`src/rtl/bcd_display_scan_pkg.sv`:
```
// Shared constants for the multiplexed 7-segment display: digit geometry and
// active-high {g,f,e,d,c,b,a} segment patterns.
package bcd_display_scan_pkg;

    localparam int unsigned NUM_DIGITS = 5;
    localparam int unsigned BCD_W      = 4;

    localparam logic [6:0] SEG_0     = 7'h3F;
    localparam logic [6:0] SEG_1     = 7'h06;
    localparam logic [6:0] SEG_2     = 7'h5B;
    localparam logic [6:0] SEG_3     = 7'h4F;
    localparam logic [6:0] SEG_4     = 7'h66;
    localparam logic [6:0] SEG_5     = 7'h6D;
    localparam logic [6:0] SEG_6     = 7'h7D;
    localparam logic [6:0] SEG_7     = 7'h07;
    localparam logic [6:0] SEG_8     = 7'h7F;
    localparam logic [6:0] SEG_9     = 7'h6F;
    localparam logic [6:0] SEG_E     = 7'h79;
    localparam logic [6:0] SEG_BLANK = 7'h00;

endpackage

```
`src/rtl/bcd_display_scan_bcd_to_7seg.sv`:
```
// Combinational BCD nibble to active-high 7-segment pattern; non-decimal
// nibbles show an 'E'.
module bcd_to_7seg
    import bcd_display_scan_pkg::*;
(
    input  logic [3:0] nibble,
    output logic [6:0] pattern
);

    always_comb begin
        pattern = SEG_E;
        case (nibble)
            4'd0: pattern = SEG_0;
            4'd1: pattern = SEG_1;
            4'd2: pattern = SEG_2;
            4'd3: pattern = SEG_3;
            4'd4: pattern = SEG_4;
            4'd5: pattern = SEG_5;
            4'd6: pattern = SEG_6;
            4'd7: pattern = SEG_7;
            4'd8: pattern = SEG_8;
            4'd9: pattern = SEG_9;
            default: pattern = SEG_E;
        endcase
    end

endmodule

```
`src/rtl/bcd_display_scan.sv`:
```
// Captures a 5-digit BCD word and scans it onto a common-anode multiplexed
// 7-segment display with optional leading-zero blanking.
module bcd_display_scan #(
    parameter int unsigned REFRESH_DIV = 50000,
    parameter int unsigned NUM_DIGITS  = 5
) (
    input  logic                    clock,
    input  logic                    reset,
    input  logic                    load,
    input  logic [4*NUM_DIGITS-1:0] bcd_input,
    input  logic                    blank_en,
    output logic [NUM_DIGITS-1:0]   anode,
    output logic [6:0]              segments,
    output logic                    display_valid
);

    import bcd_display_scan_pkg::*;

    localparam int unsigned PRESC_W = $clog2(REFRESH_DIV);

    logic [BCD_W*NUM_DIGITS-1:0] data_reg;
    logic [PRESC_W-1:0]          presc;
    logic [2:0]                  digit_idx;
    logic [2:0]                  idx_next;
    logic                        tick;
    logic [NUM_DIGITS-1:0]       lead_zero;
    logic [BCD_W-1:0]            sel_nibble;
    logic [6:0]                  sel_pattern;
    logic [NUM_DIGITS-1:0]       anode_next;
    logic [6:0]                  segments_next;

    assign tick     = (presc == PRESC_W'(REFRESH_DIV - 1));
    assign idx_next = (digit_idx >= 3'(NUM_DIGITS - 1)) ? '0 : digit_idx + 3'd1;

    // lead_zero[i] is set when nibble i and every more significant nibble are zero.
    always_comb begin
        logic all_zero;
        all_zero  = 1'b1;
        lead_zero = '0;
        for (int unsigned k = 0; k < NUM_DIGITS; k++) begin
            all_zero = all_zero && (data_reg[BCD_W*(NUM_DIGITS-1-k) +: BCD_W] == '0);
            lead_zero[NUM_DIGITS-1-k] = all_zero;
        end
    end

    always_comb begin
        sel_nibble = '0;
        for (int unsigned i = 0; i < NUM_DIGITS; i++) begin
            if (digit_idx == 3'(i)) begin
                sel_nibble = data_reg[BCD_W*i +: BCD_W];
            end
        end
    end

    bcd_to_7seg u_decode (
        .nibble  (sel_nibble),
        .pattern (sel_pattern)
    );

    // Out-of-range indices match no digit, so they fall through to all-blank.
    always_comb begin
        anode_next    = '1;
        segments_next = ~SEG_BLANK;
        for (int unsigned i = 0; i < NUM_DIGITS; i++) begin
            if (display_valid && digit_idx == 3'(i) &&
                !(blank_en && i != 0 && lead_zero[i])) begin
                anode_next[i] = 1'b0;
                segments_next = ~sel_pattern;
            end
        end
    end

    always_ff @(posedge clock) begin
        if (!reset) begin
            data_reg      <= '0;
            presc         <= '0;
            digit_idx     <= '0;
            display_valid <= 1'b0;
            anode         <= '1;
            segments      <= '1;
        end else begin
            if (load) begin
                data_reg      <= bcd_input;
                display_valid <= 1'b1;
            end
            presc <= tick ? '0 : presc + PRESC_W'(1);
            if (tick) begin
                digit_idx <= idx_next;
            end
            anode    <= anode_next;
            segments <= segments_next;
        end
    end

endmodule

```
`config.mk`:
```
export PLATFORM = sky130hd
export DESIGN_NAME = bcd_display_scan
export DESIGN_NICKNAME = d
export VERILOG_FILES = /design/src/rtl/bcd_display_scan_pkg.sv /design/src/rtl/bcd_display_scan_bcd_to_7seg.sv /design/src/rtl/bcd_display_scan.sv
export SDC_FILE = /design/constraint.sdc
export NUM_CORES = 1
export LEC_CHECK = 0
export CELL_PAD_IN_SITES_DETAIL_PLACEMENT = 1
export CELL_PAD_IN_SITES_GLOBAL_PLACEMENT = 1
export CORE_MARGIN = 2
export CORE_UTILIZATION = 37
export CTS_CLUSTER_DIAMETER = 120
export DETAILED_ROUTE_END_ITERATION = 16
export GPL_TIMING_DRIVEN = 0
export PLACE_DENSITY = 0.79
export SLEW_MARGIN = 10
export SYNTH_ARGS = -nofsm -noshare
export SYNTH_HDL_FRONTEND = slang
export SYNTH_SLANG_ARGS = --single-unit
```
`constraint.sdc`:
```
create_clock -name clock -period 2.2 [get_ports clock]
set_clock_uncertainty 0.05 [all_clocks]
set_input_delay 0.44 -clock clock [delete_from_list [all_inputs] [get_ports clock]]
set_output_delay 0.44 -clock clock [all_outputs]
set_load 0.005 [all_outputs]
```
== Yosys cells after proc, flatten, opt, wreduce, memory -nomap -nowiden ==
Memory sizes are Yosys's and may differ from the RTL's.
Cells that the tools add are included.
Storage, ports and cells
  register bits: 52
  latch bits: 0
  bits in writable memories: 0
  ROM bits: 112
  output and inout bits: 13
  logic and storage cells: 59
  memories kept: 1
Cells by class
  $add $sub $neg: 2
  multiply operators: 0
  divide/modulo/power cells: 0
  magnitude comparators: 1
  equal/unequal tests: 5
  shift operators: 0
  muxes and demuxes: 16
  bitwise operators: 2
  reductions and logical operators: 26
Memories
  (name not given): words 16, width 7, read ports 1, clocked after Yosys merged registers in 0, wr ports 0, RTL line bcd_display_scan_bcd_to_7seg.sv:12  | case (nibble)
Operators with widths (count)
  7-bit two-way mux: 5
  4-bit two-way mux: 5
  16-bit by 1-bit adder with 16-bit output (second input constant): 1
  16-bit == test (second input constant): 1
  1-bit logical AND: 16
  4-bit logical NOT: 4
  7-bit inverter: 1
  3-bit by 2-bit == test with 1-bit output (second input constant): 2
  1-bit two-way mux: 5
  1-bit logical NOT: 4
  3-bit by 1-bit adder with 3-bit output (second input constant): 1
  3-bit by 1-bit == test with 1-bit output (second input constant): 1
  3-bit == test (second input constant): 1
  3-bit >= comparator (second input constant): 1
  3-bit logical NOT: 1
  3-bit two-way mux: 1
  2-bit OR reduction: 1
  1-bit inverter: 1

== Depth between registers and ports, before layout ==
Gate-level depths: netlist of run 1.
An unclocked memory read counts as a cell.
  depth in word-level cells: 13
  gate-level depth with buffers: 10
  depth with buffers taken out: 9

== Modules after synthesis ==
Synthesis of run 1 repeated with hierarchy kept, for this count alone.
Second synthesis, totals
  cell total of the unflattened synthesis: 269
  area, all modules: 2533.7 um^2
Modules (own cells, without submodules)
  bcd_display_scan: times used 1, cells each 242, area an instance 2334.7 um^2
  bcd_to_7seg: times used 1, cells each 27, area an instance 198.9 um^2

== Worst setup path before layout of run 1 ==
OpenSTA, ideal clock, no wires.
  kind: register to register
  from: register digit_idx[0]
  to: register segments[4]
  data arrival time: 2062 ps
  required time: 2071 ps
  path slack: 9 ps
  cell stages (with the launch flop): 10
  cells stage by stage: dfxtp_1 > inv_1 > ha_1 > buf_2 > and2_1 > a221oi_2 > inv_1 > ha_1 > mux2_4 > o211ai_1
Between the ends
  word-level cells in the longest chain between the ends: 13
  elaborated cells between the ends (all ways): 26
Ends and longest elaborated chain
  start: declaration: RTL line bcd_display_scan.sv:23  | logic [2:0] digit_idx;
  start signal: assignment: RTL line bcd_display_scan.sv:88  | digit_idx <= idx_next;
  3-bit logical NOT: RTL line bcd_display_scan.sv:49, bcd_display_scan.sv:65
  4-bit two-way mux (5 in a row): RTL line bcd_display_scan.sv:49  | if (digit_idx == 3'(i)) begin
  memory read 16 x 7 bit
  7-bit inverter: RTL line bcd_display_scan.sv:68  | segments_next = ~sel_pattern;
  7-bit two-way mux (4 in a row): RTL line bcd_display_scan.sv:65  | if (display_valid && digit_idx == 3'(i) &&
  7-bit two-way mux (*): RTL line bcd_display_scan.sv:65
  end signal: assignment: RTL line bcd_display_scan.sv:91  | segments <= segments_next;
  end: declaration: RTL line bcd_display_scan.sv:13  | output logic [6:0] segments,
Mark *: on every way between the ends. The rest lies on a longest branch, timed or not.
A chain may end at the register's enable or synchronous reset.

== Worst setup path after layout of run 1 ==
  from: register digit_idx[0]
  to: register segments[5]
The elaborated chain is that of the path after synthesis.

==> metrics.yaml, run 1 <==
detail-route-antenna-nets: 0
rsz0062_at_grt: "true"
synth_cells: 257
relSlewSlack: 0.621
num-fill-cells: 713
pin_count: 37
cts-root-buf: "clkbuf_8"
wl_met2_um: 3060
synthArstFlopShare: 0
grt_max_degree: 15
area_delta_synth_final_pct: 27.9
antenna_found_initial: 0
antenna_cells: 0
setup_slack_ps: 66.8
max_freq_ghz: 0.469
crit_path_frequent_cell: "ha_1"
clkSinkCount: 52
critPathLaunchType: "flop"
dp_cells: 369
period_needed_ps: 2130
hpwl_um: 4070
grt_pass1_wl_um: 9070
utilization: 0.493
r2r-end: "segments[5]"
layout-drive-gt1-share: 0.180
grt_use_total: 0.155
io_buffer_count: 35
initial_core_util: 0.385
routed_wl_um: 5620
yosysWarnings: 0
via_per_inst: 5.09
clock_path_buffers: 2
tightest_slew_ps: 563
synth_top_area_share: 0.421
synth_area_leaders: "dfxtp_1, mux2i_1, ha_1, nor2b_1, xnor2_1"
worstHoldPathCells: 1
status: "finished with violations"
fin_setup_tns_ps: 0
drv_cap: 0
yosysTopAreaCell: "dfxtp_1"
r2r_cells: 9
crit_family: "adder cells"
crit_slowest_cell: "dfxtp_2"
grt_pass1_vias: 1990
syn_nets: 291
clk_pin_slew_ps: 90
power.density_nw_per_um2: 574
cpPeakStageDelay_ps: 350
hp-start: "presc[0]"
vias: 1951
die_h_um: 85.8
met1Wirelength_um: 2260
die-area_sq_um: 7360
post-route-period-util: 0.970
holdPathEnd: "presc[0]"
synth_ff_type: "dfxtp_1"
synth_seq_cells: 52
drv_slew: 0
yosysSeqAreaShare: 0.421
numCtsBuffers: 5
drtPass1Iterations: 12
nets: 340
synth_area_per_cell_sq_um: 9.63
grt-ovfl-total: 0
vdd_drop_max_v: 0.000222
drtIter0Drc: 58
crit_path_end_kind: "flop"
path_cells: "ha_1 -> ha_4 -> or2_4 -> a21oi_2 -> a221oi_4 -> buf_4 -> ha_1 -> and2_1 -> o31ai_1"
crit_arrival_ps: 2300
synthTopCellsByCount: "dfxtp_1, mux2i_1, nor2_1"
hold_ws_ps: 413
top_layer: "met4"
setup_viol_count_final: 0
path_buf_inv: 1
cts_hold_buf: 0
fin_cells: 383
place_ws_ps: -291
die_w_um: 85.8
p_leak_nw: 1.24
ys_types: 50
ff2ff_setup_slack_ps: 70
drc: 5
synth-edff-count: 0
crit_path_max_fanout: 6
num_rows: 29
synth.most_common_cell: "dfxtp_1"
syn_area_sq_um: 2470
min_path_type: "reg -> reg"
htreeDepth: 2
cts_tree: "done"
largest_reg_flops: 20
violations: "design-rule violations"
coreArea_sq_um: 6420
gp_congestion: 0.853
worstPathRequired_ps: 2370
worstReg2RegStart: "digit_idx[0]"
clk-insertion-delay-late_ps: 300
wl_per_cell_um: 14.7
hold_viol_final: 0
wl_met3_um: 186
criticalPathCategory: "reg -> reg"
[layout by cell type, fill, tap and decap left out, types with 9 or more instances in the layout]
cell,synthesis,routed
nand2_1,13,12
nor2_1,23,23
nand3_1,9,9
nor2b_1,20,20
mux2i_1,24,24
inv_1,11,9
dfxtp_1,52,49
clkdlybuf4s50_1,0,35
xnor2_1,11,11
[where the power goes]
part | switching (mW) | internal [mW]
Combinational | 0.100 | 0.131
Sequential | 0.0271 | 0.977
Clock | 0.300 | 0.281
[worst register-to-register path: stages (launching register included)]
cell and delay, ps:
dfxtp_2 350, ha_1 230, ha_4 190, or2_4 270
a21oi_2 190, a221oi_4 100, buf_4 170, ha_1 200
and2_1 150, o31ai_1 170
[logic make-up after synthesis]
kind of cell | synth area share
simple gates | 0.230
flops | 0.421
compound gates | 0.106
mux | 0.103
buf+inv | 0.0399
xor+xnor | 0.0495
fa+ha+maj | 0.0506
[how the worst max path moves through the flow]
stage                  from          end  slack, ps  depth (start not counted)
6_report       digit_idx[0]  segments[5]         70                          9
5_1_grt        digit_idx[0]  segments[4]        -30                         10
4_1_cts        digit_idx[0]  segments[4]          4                         10
3_5_place_dp   digit_idx[0]  segments[4]       -290                         10
3_3_place_gp   digit_idx[0]  segments[4]       -230                         10
2_1_floorplan  digit_idx[0]  segments[4]          9                          9
[per-stage QoR]
| step | power, mW | cell area [sq um] |
|---|---|---|
| after detailed placement | 1.24 | 2920 |
| after CTS | 1.82 | 3060 |
| after global placement | 1.23 | 2920 |
| after floorplan | 1.14 | 2470 |
| after global routing | 1.90 | 3170 |
| final | 1.82 | 3170 |
[layout make-up]
| class | count | area (sq um) | share of cell area |
|---|---|---|---|
| inverters | 11 | 41.3 | 0.0130 |
| flip-flops and latches | 52 | 1040 | 0.330 |
| multi-input cells | 183 | 1420 | 0.447 |
| plain buffers | 11 | 67.6 | 0.0213 |
| well taps | 77 | 96.3 | 0.0304 |
| clock buffers | 7 | 96.3 | 0.0304 |
| repair buffers | 42 | 403 | 0.127 |
[metal layers]
| layer | track usage | up-vias |
|---|---|---|
| met5 | 0 | - |
| met2 | 0.296 | 33 |
| met4 | 0.0534 | 0 |
| met3 | 0.0327 | 11 |
| met1 | 0.168 | 928 |
| li1 | - | 979 |
[timing repair]
action	CTS	global route
setup buffers	3	4
endpoints found under the setup margin	7	17
pin swaps	2	3
gates resized for setup	10	17
Power figures use the tool's default switching activity.
==> inputs of run 2 (changes only) <==
--- a/config.mk
+++ b/config.mk
@@ -7,11 +7,11 @@
 export LEC_CHECK = 0
 export CELL_PAD_IN_SITES_DETAIL_PLACEMENT = 1
 export CELL_PAD_IN_SITES_GLOBAL_PLACEMENT = 1
-export CORE_MARGIN = 2
 export CORE_UTILIZATION = 37
 export CTS_CLUSTER_DIAMETER = 120
 export DETAILED_ROUTE_END_ITERATION = 16
 export GPL_TIMING_DRIVEN = 0
+export HOLD_SLACK_MARGIN = 0.03
 export PLACE_DENSITY = 0.79
 export SLEW_MARGIN = 10
 export SYNTH_ARGS = -nofsm -noshare
==> metrics.yaml, run 2 (synthesized netlist as in run 1, its figures left out) <==
status: "finished, final reports clean"
crit_path_max_fanout: 6  # unchanged
max_freq_ghz: 0.472  # +0.78%
crit_path_frequent_cell: "buf_4"
mostFrequentLayoutCells: "dfxtp_1, clkdlybuf4s50_1, mux2i_1"
min_path_type: "reg -> reg"
antenna_cells: 0  # unchanged
cts-root-buf: "clkbuf_8"
cts_tree: "done"
detail-route-antenna-nets: 0  # unchanged
layout-drive-gt1-share: 0.197  # +0.0177
post-route-period-util: 0.962  # -0.00754
p_sw_frac: 0.240  # +0.00423
criticalPathCategory: "reg -> reg"
final_common_cell: "dfxtp_1"
grt_use_met2: 0.321  # +0.0246
pwr-share-comb: 0.130  # +0.003
area_delta_synth_final_pct: 29.2
path_depth: 9  # unchanged
worstReg2RegStart: "digit_idx[0]"
drtIter0Drc: 77  # +33%
cpPeakStageDelay_ps: 370  # +20 ps
hpwl_um: 4230  # +3.9%
intPower_mw: 1.36  # -1.8%
tightest_slew_ps: 592  # +29.5 ps
critPathLaunchType: "flop"
busiest_layer: "met2"
crit_slowest_cell: "dfxtp_4"
pin_count: 37  # unchanged
hold_viol_final: 0  # unchanged
via_per_inst: 5.14  # +0.95%
r2r-end: "segments[5]"
io_buffer_count: 35  # unchanged
path_cells: "ha_1 -> ha_4 -> or2_4 -> a221oi_4 -> a211oi_4 -> buf_4 -> buf_4 -> and2_1 -> o31ai_2"
holdPathEnd: "presc[0]"
power.density_nw_per_um2: 561  # -2.3%
power.switching_uw: 430  # +0.49%
clock_path_buffers: 2  # unchanged
clkSinkCount: 52  # unchanged
drv_cap: 0  # unchanged
clk_pin_slew_ps: 90  # about the same
vias: 1985  # +1.7%
grt_use_met3: 0.0346  # +0.00190
p_clk_frac: 0.310  # -0.010
drc: 0  # -5
largest_reg_flops: 20  # unchanged
die_w_um: 83.8  # -2.3%
ff2ff_setup_slack_ps: 80  # +20 ps
die_h_um: 83.8  # -2.3%
worstPathRequired_ps: 2370  # about the same
nets: 342  # +0.59%
hold_ws_ps: 404  # -9.68 ps
grt_pass1_vias: 2100  # +5.5%
antenna_found_initial: 0  # unchanged
drtPass1Iterations: 4  # -8
period_needed_ps: 2120  # -16.6 ps
crit_arrival_ps: 2290  # about the same
use_met1: 0.203  # +0.0348
die-area_sq_um: 7020  # -4.6%
grt_pass1_wl_um: 9940  # +9.7%
htreeDepth: 2  # unchanged
vdd_drop_max_v: 0.000310  # +40%
worstHoldPathCells: 1  # unchanged
setup_viol_count_final: 0  # unchanged
p_leak_nw: 1.24  # +0.17%
numCtsBuffers: 5  # unchanged
initial_core_util: 0.388  # +0.00219
utilization: 0.501  # +0.00770
p_seq_frac: 0.559  # +0.006
grt_use_total: 0.175  # +0.0199
relSlewSlack: 0.602  # -0.0198
hp-start: "presc[0]"
path_buf_inv: 2  # +1
routed_wl_um: 5950  # +5.7%
coreArea_sq_um: 6390  # -0.57%
grt-ovfl-total: 0  # unchanged
drv_slew: 0  # unchanged
grt_max_degree: 15  # unchanged
r2r_cells: 9  # unchanged
wl_per_cell_um: 15.4  # +4.9%
crit_family: "compound AO/OA/AOI/OAI gates"
crit_path_end_kind: "flop"
num_rows: 29  # unchanged
clk-insertion-delay-late_ps: 300  # about the same
gp_congestion: 0.794  # -6.9%
[run 2: changes by cell type in the layout (fill, tap and decap cells not counted), moves of 2 or more]
cell	delta
dfxtp_2	-2
inv_2	+2
buf_4	+2
clkbuf_1	+2
ha_2	+2
inv_1	-2
dfxtp_4	+2
ha_1	-2
[run 2: metrics by stage]
step                cell area (sq um)  worst slack [ps]  power [mW]  TNS (ps)  instances
finish                           3200              83.4        1.79         0        386
global route                     3200             -26.9        1.88     -31.4        386
CTS                              3060             0.695        1.80         0        381
detailed placement               2920              -323        1.24     -1700        369
global placement                 2920              -221        1.23     -1160        369
floorplan                        2470              8.82        1.14         0        257
[run 2: routing by layer]
layer,vias up,share of wire
met1,964,0.42
met5,-,0
met4,0,0.018
met3,9,0.031
li1,984,-
met2,28,0.53
[run 2: final cells by class]
class                   count  area [sq um]
plain buffers              11          67.6
fillers                   716          3190
repair buffers             44           418
multi-input cells         183          1430
inverters                  11          41.3
clock buffers               8          90.1
well taps                  77          96.3
flip-flops and latches     52          1050
[run 2: what timing repair did]
item | CTS | global route
buffers inserted | 4 | 5
hold buffers | 0 | 0
gates resized for setup | 11 | 25
pin swaps | 2 | 4
setup endpoints to repair | 7 | 17
[run 2: power groups by stage]
stage	combinational (mW)	sequential [mW]	clock, mW
2_1_floorplan	0.124	1.02	0
3_3_place_gp	0.208	1.02	0
3_5_place_dp	0.215	1.03	0
4_1_cts	0.223	1.00	0.578
5_1_grt	0.255	1.01	0.616
6_report	0.234	1.00	0.556
[run 2: worst max-delay path by stage]
stage	from	to	slack (ps)
after floorplan	digit_idx[0]	segments[4]	9
after global placement	digit_idx[0]	segments[4]	-220
after detailed placement	digit_idx[0]	segments[4]	-320
after CTS	digit_idx[1]	segments[4]	0.7
after global routing	digit_idx[0]	segments[4]	-30
final	digit_idx[0]	segments[5]	80
==> inputs of run 3 (changes only) <==
--- a/config.mk
+++ b/config.mk
@@ -12,7 +12,7 @@
 export DETAILED_ROUTE_END_ITERATION = 16
 export GPL_TIMING_DRIVEN = 0
 export HOLD_SLACK_MARGIN = 0.03
-export PLACE_DENSITY = 0.79
+export PLACE_DENSITY = 0.74
 export SLEW_MARGIN = 10
 export SYNTH_ARGS = -nofsm -noshare
 export SYNTH_HDL_FRONTEND = slang
==> metrics.yaml, run 3 (synthesized netlist as in run 1, its figures left out) <==
status: "finished, final reports clean"
hold_ws_ps: 421  # +17.3 ps
period_needed_ps: 2170  # +55.7 ps
layout-drive-gt1-share: 0.201  # +0.00323
grt_pass1_wl_um: 9270  # -6.7%
fin_total_pwr_mw: 1.79  # -0.32%
routed_wl_um: 5740  # -3.5%
num_rows: 29  # unchanged
place_ws_ps: -286  # +37.9 ps
die_h_um: 83.8  # unchanged
worstReg2RegStart: "digit_idx[1]"
gp_congestion: 0.785  # -1.2%
grt_max_degree: 15  # unchanged
post-route-period-util: 0.987  # +0.0253
crit_slowest_cell: "a221oi_2"
final_common_cell: "dfxtp_1"
die-area_sq_um: 7020  # unchanged
crit_path_max_fanout: 10  # +4
crit_path_end_kind: "flop"
clock_path_buffers: 2  # unchanged
vias: 1951  # -1.7%
wl_per_cell_um: 14.7  # -4.7%
crit_arrival_ps: 2310  # +20 ps
coreArea_sq_um: 6390  # unchanged
worstPathRequired_ps: 2340  # -30 ps
relSlewSlack: 0.594  # -0.00801
ff_latch_area_sq_um: 1050  # unchanged
nets: 347  # +1.5%
wl_met3_um: 209  # +12%
hpwl_um: 4020  # -5.1%
num-fill-cells: 741  # +3.5%
cts-root-buf: "clkbuf_8"
clkSinkCount: 52  # unchanged
max_freq_ghz: 0.460  # -2.6%
p_leak_nw: 1.26  # +1.4%
area_delta_synth_final_pct: 29.3
setup_slack_ps: 27.8  # -55.7 ps
critPathLaunchType: "flop"
wl_met2_um: 3080  # -2.3%
vdd_drop_max_v: 0.000377  # +22%
path_cells: "inv_1 -> ha_2 -> buf_6 -> a21oi_2 -> o21ai_1 -> a221oi_2 -> inv_1 -> ha_2 -> mux2i_1 -> o21ai_1"
antenna_found_initial: 0  # unchanged
multiInputGateArea_sq_um: 1400  # -2.4%
detail-route-antenna-nets: 0  # unchanged
grt_pass1_vias: 2036  # -3.0%
drc: 0  # unchanged
grt_use_total: 0.164  # -0.0111
grt-ovfl-total: 0  # unchanged
mostFrequentLayoutCells: "dfxtp_1, clkdlybuf4s50_1, mux2i_1"
crit_start: "digit_idx[1]"
criticalPathCategory: "reg -> reg"
hold_viol_final: 0  # unchanged
hp-start: "presc[0]"
top_layer: "met4"
drtPass1Iterations: 4  # unchanged
pin_count: 37  # unchanged
crit_family: "compound AO/OA/AOI/OAI gates"
io_buffer_count: 35  # unchanged
drv_cap: 0  # unchanged
power.density_nw_per_um2: 558  # -0.44%
die_w_um: 83.8  # unchanged
min_path_type: "reg -> reg"
path_buf_inv: 3  # +1
cpPeakStageDelay_ps: 380  # about the same
setup_viol_count_final: 0  # unchanged
tightest_slew_ps: 604  # +11.9 ps
cts_tree: "done"
via_per_inst: 4.99  # -3.0%
largest_reg_flops: 20  # unchanged
numCtsBuffers: 5  # unchanged
clk-insertion-delay-late_ps: 300  # about the same
initial_core_util: 0.388  # unchanged
met1Wirelength_um: 2400  # -4.3%
drv_slew: 0  # unchanged
clk_pin_slew_ps: 90  # about the same
antenna_cells: 0  # unchanged
htreeDepth: 2  # unchanged
drtIter0Drc: 37  # -52%
==> run 3: cell count changes in the layout (fill, tap and decap cells not counted), sizes merged <==
cell  before  now
buf       15   20
==> run 3: through the flow <==
stage	TNS [ps]	util	instances	cell area, sq um
2_1_floorplan	0	-	257	2470
3_3_place_gp	-1250	0.457	369	2920
3_5_place_dp	-1570	0.457	369	2920
5_1_grt	-332	0.501	391	3200
4_1_cts	-0.169	0.476	379	3040
6_report	0	0.501	391	3200
==> run 3: final timing paths <==
kind                       to  slack, ps  cells after the start
setup / recovery  segments[0]         30                     10
hold / removal       presc[0]        420                      1
setup reg to reg  segments[0]         30                     10
hold reg to reg      presc[0]        420                      1
==> run 3: cell type report <==
type                       instances  area share
tap                               77      0.0301
timing repair buffer              49       0.142
buffer                            11      0.0211
clock buffer                       8      0.0281
multi-input combinational        183       0.437
sequential                        52       0.328
inverter                          11      0.0129
==> run 3: per-layer routing <==
metal / vias up / track usage
met5: - / 0
met4: 0 / 0.0416
met3: 7 / 0.0396
met2: 29 / 0.314
met1: 925 / 0.179
li1: 990 / -
==> run 3: where the power goes <==
part / switching [mW] / total [mW] / internal, mW
clock: 0.298 / 0.555 / 0.257
sequential: 0.0275 / 1.00 / 0.975
combinational: 0.0994 / 0.230 / 0.131
==> run 3: worst reg2reg max path, stage by stage (launching register included) <==
cell,delay (ps)
dfxtp_2,360
inv_1,80
ha_2,190
buf_6,140
a21oi_2,140
o21ai_1,120
a221oi_2,380
inv_1,140
ha_2,210
mux2i_1,170
o21ai_1,90
==> run 3: what timing repair did <==
item / in CTS / in global routing
pin swaps: 2 / 6
buffers inserted: 2 / 12
gates resized for setup: 8 / 23
setup endpoints to repair: 7 / 16
gates cloned: 0 / 0
hold buffers: 0 / 0
hold endpoints to repair: 0 / 0
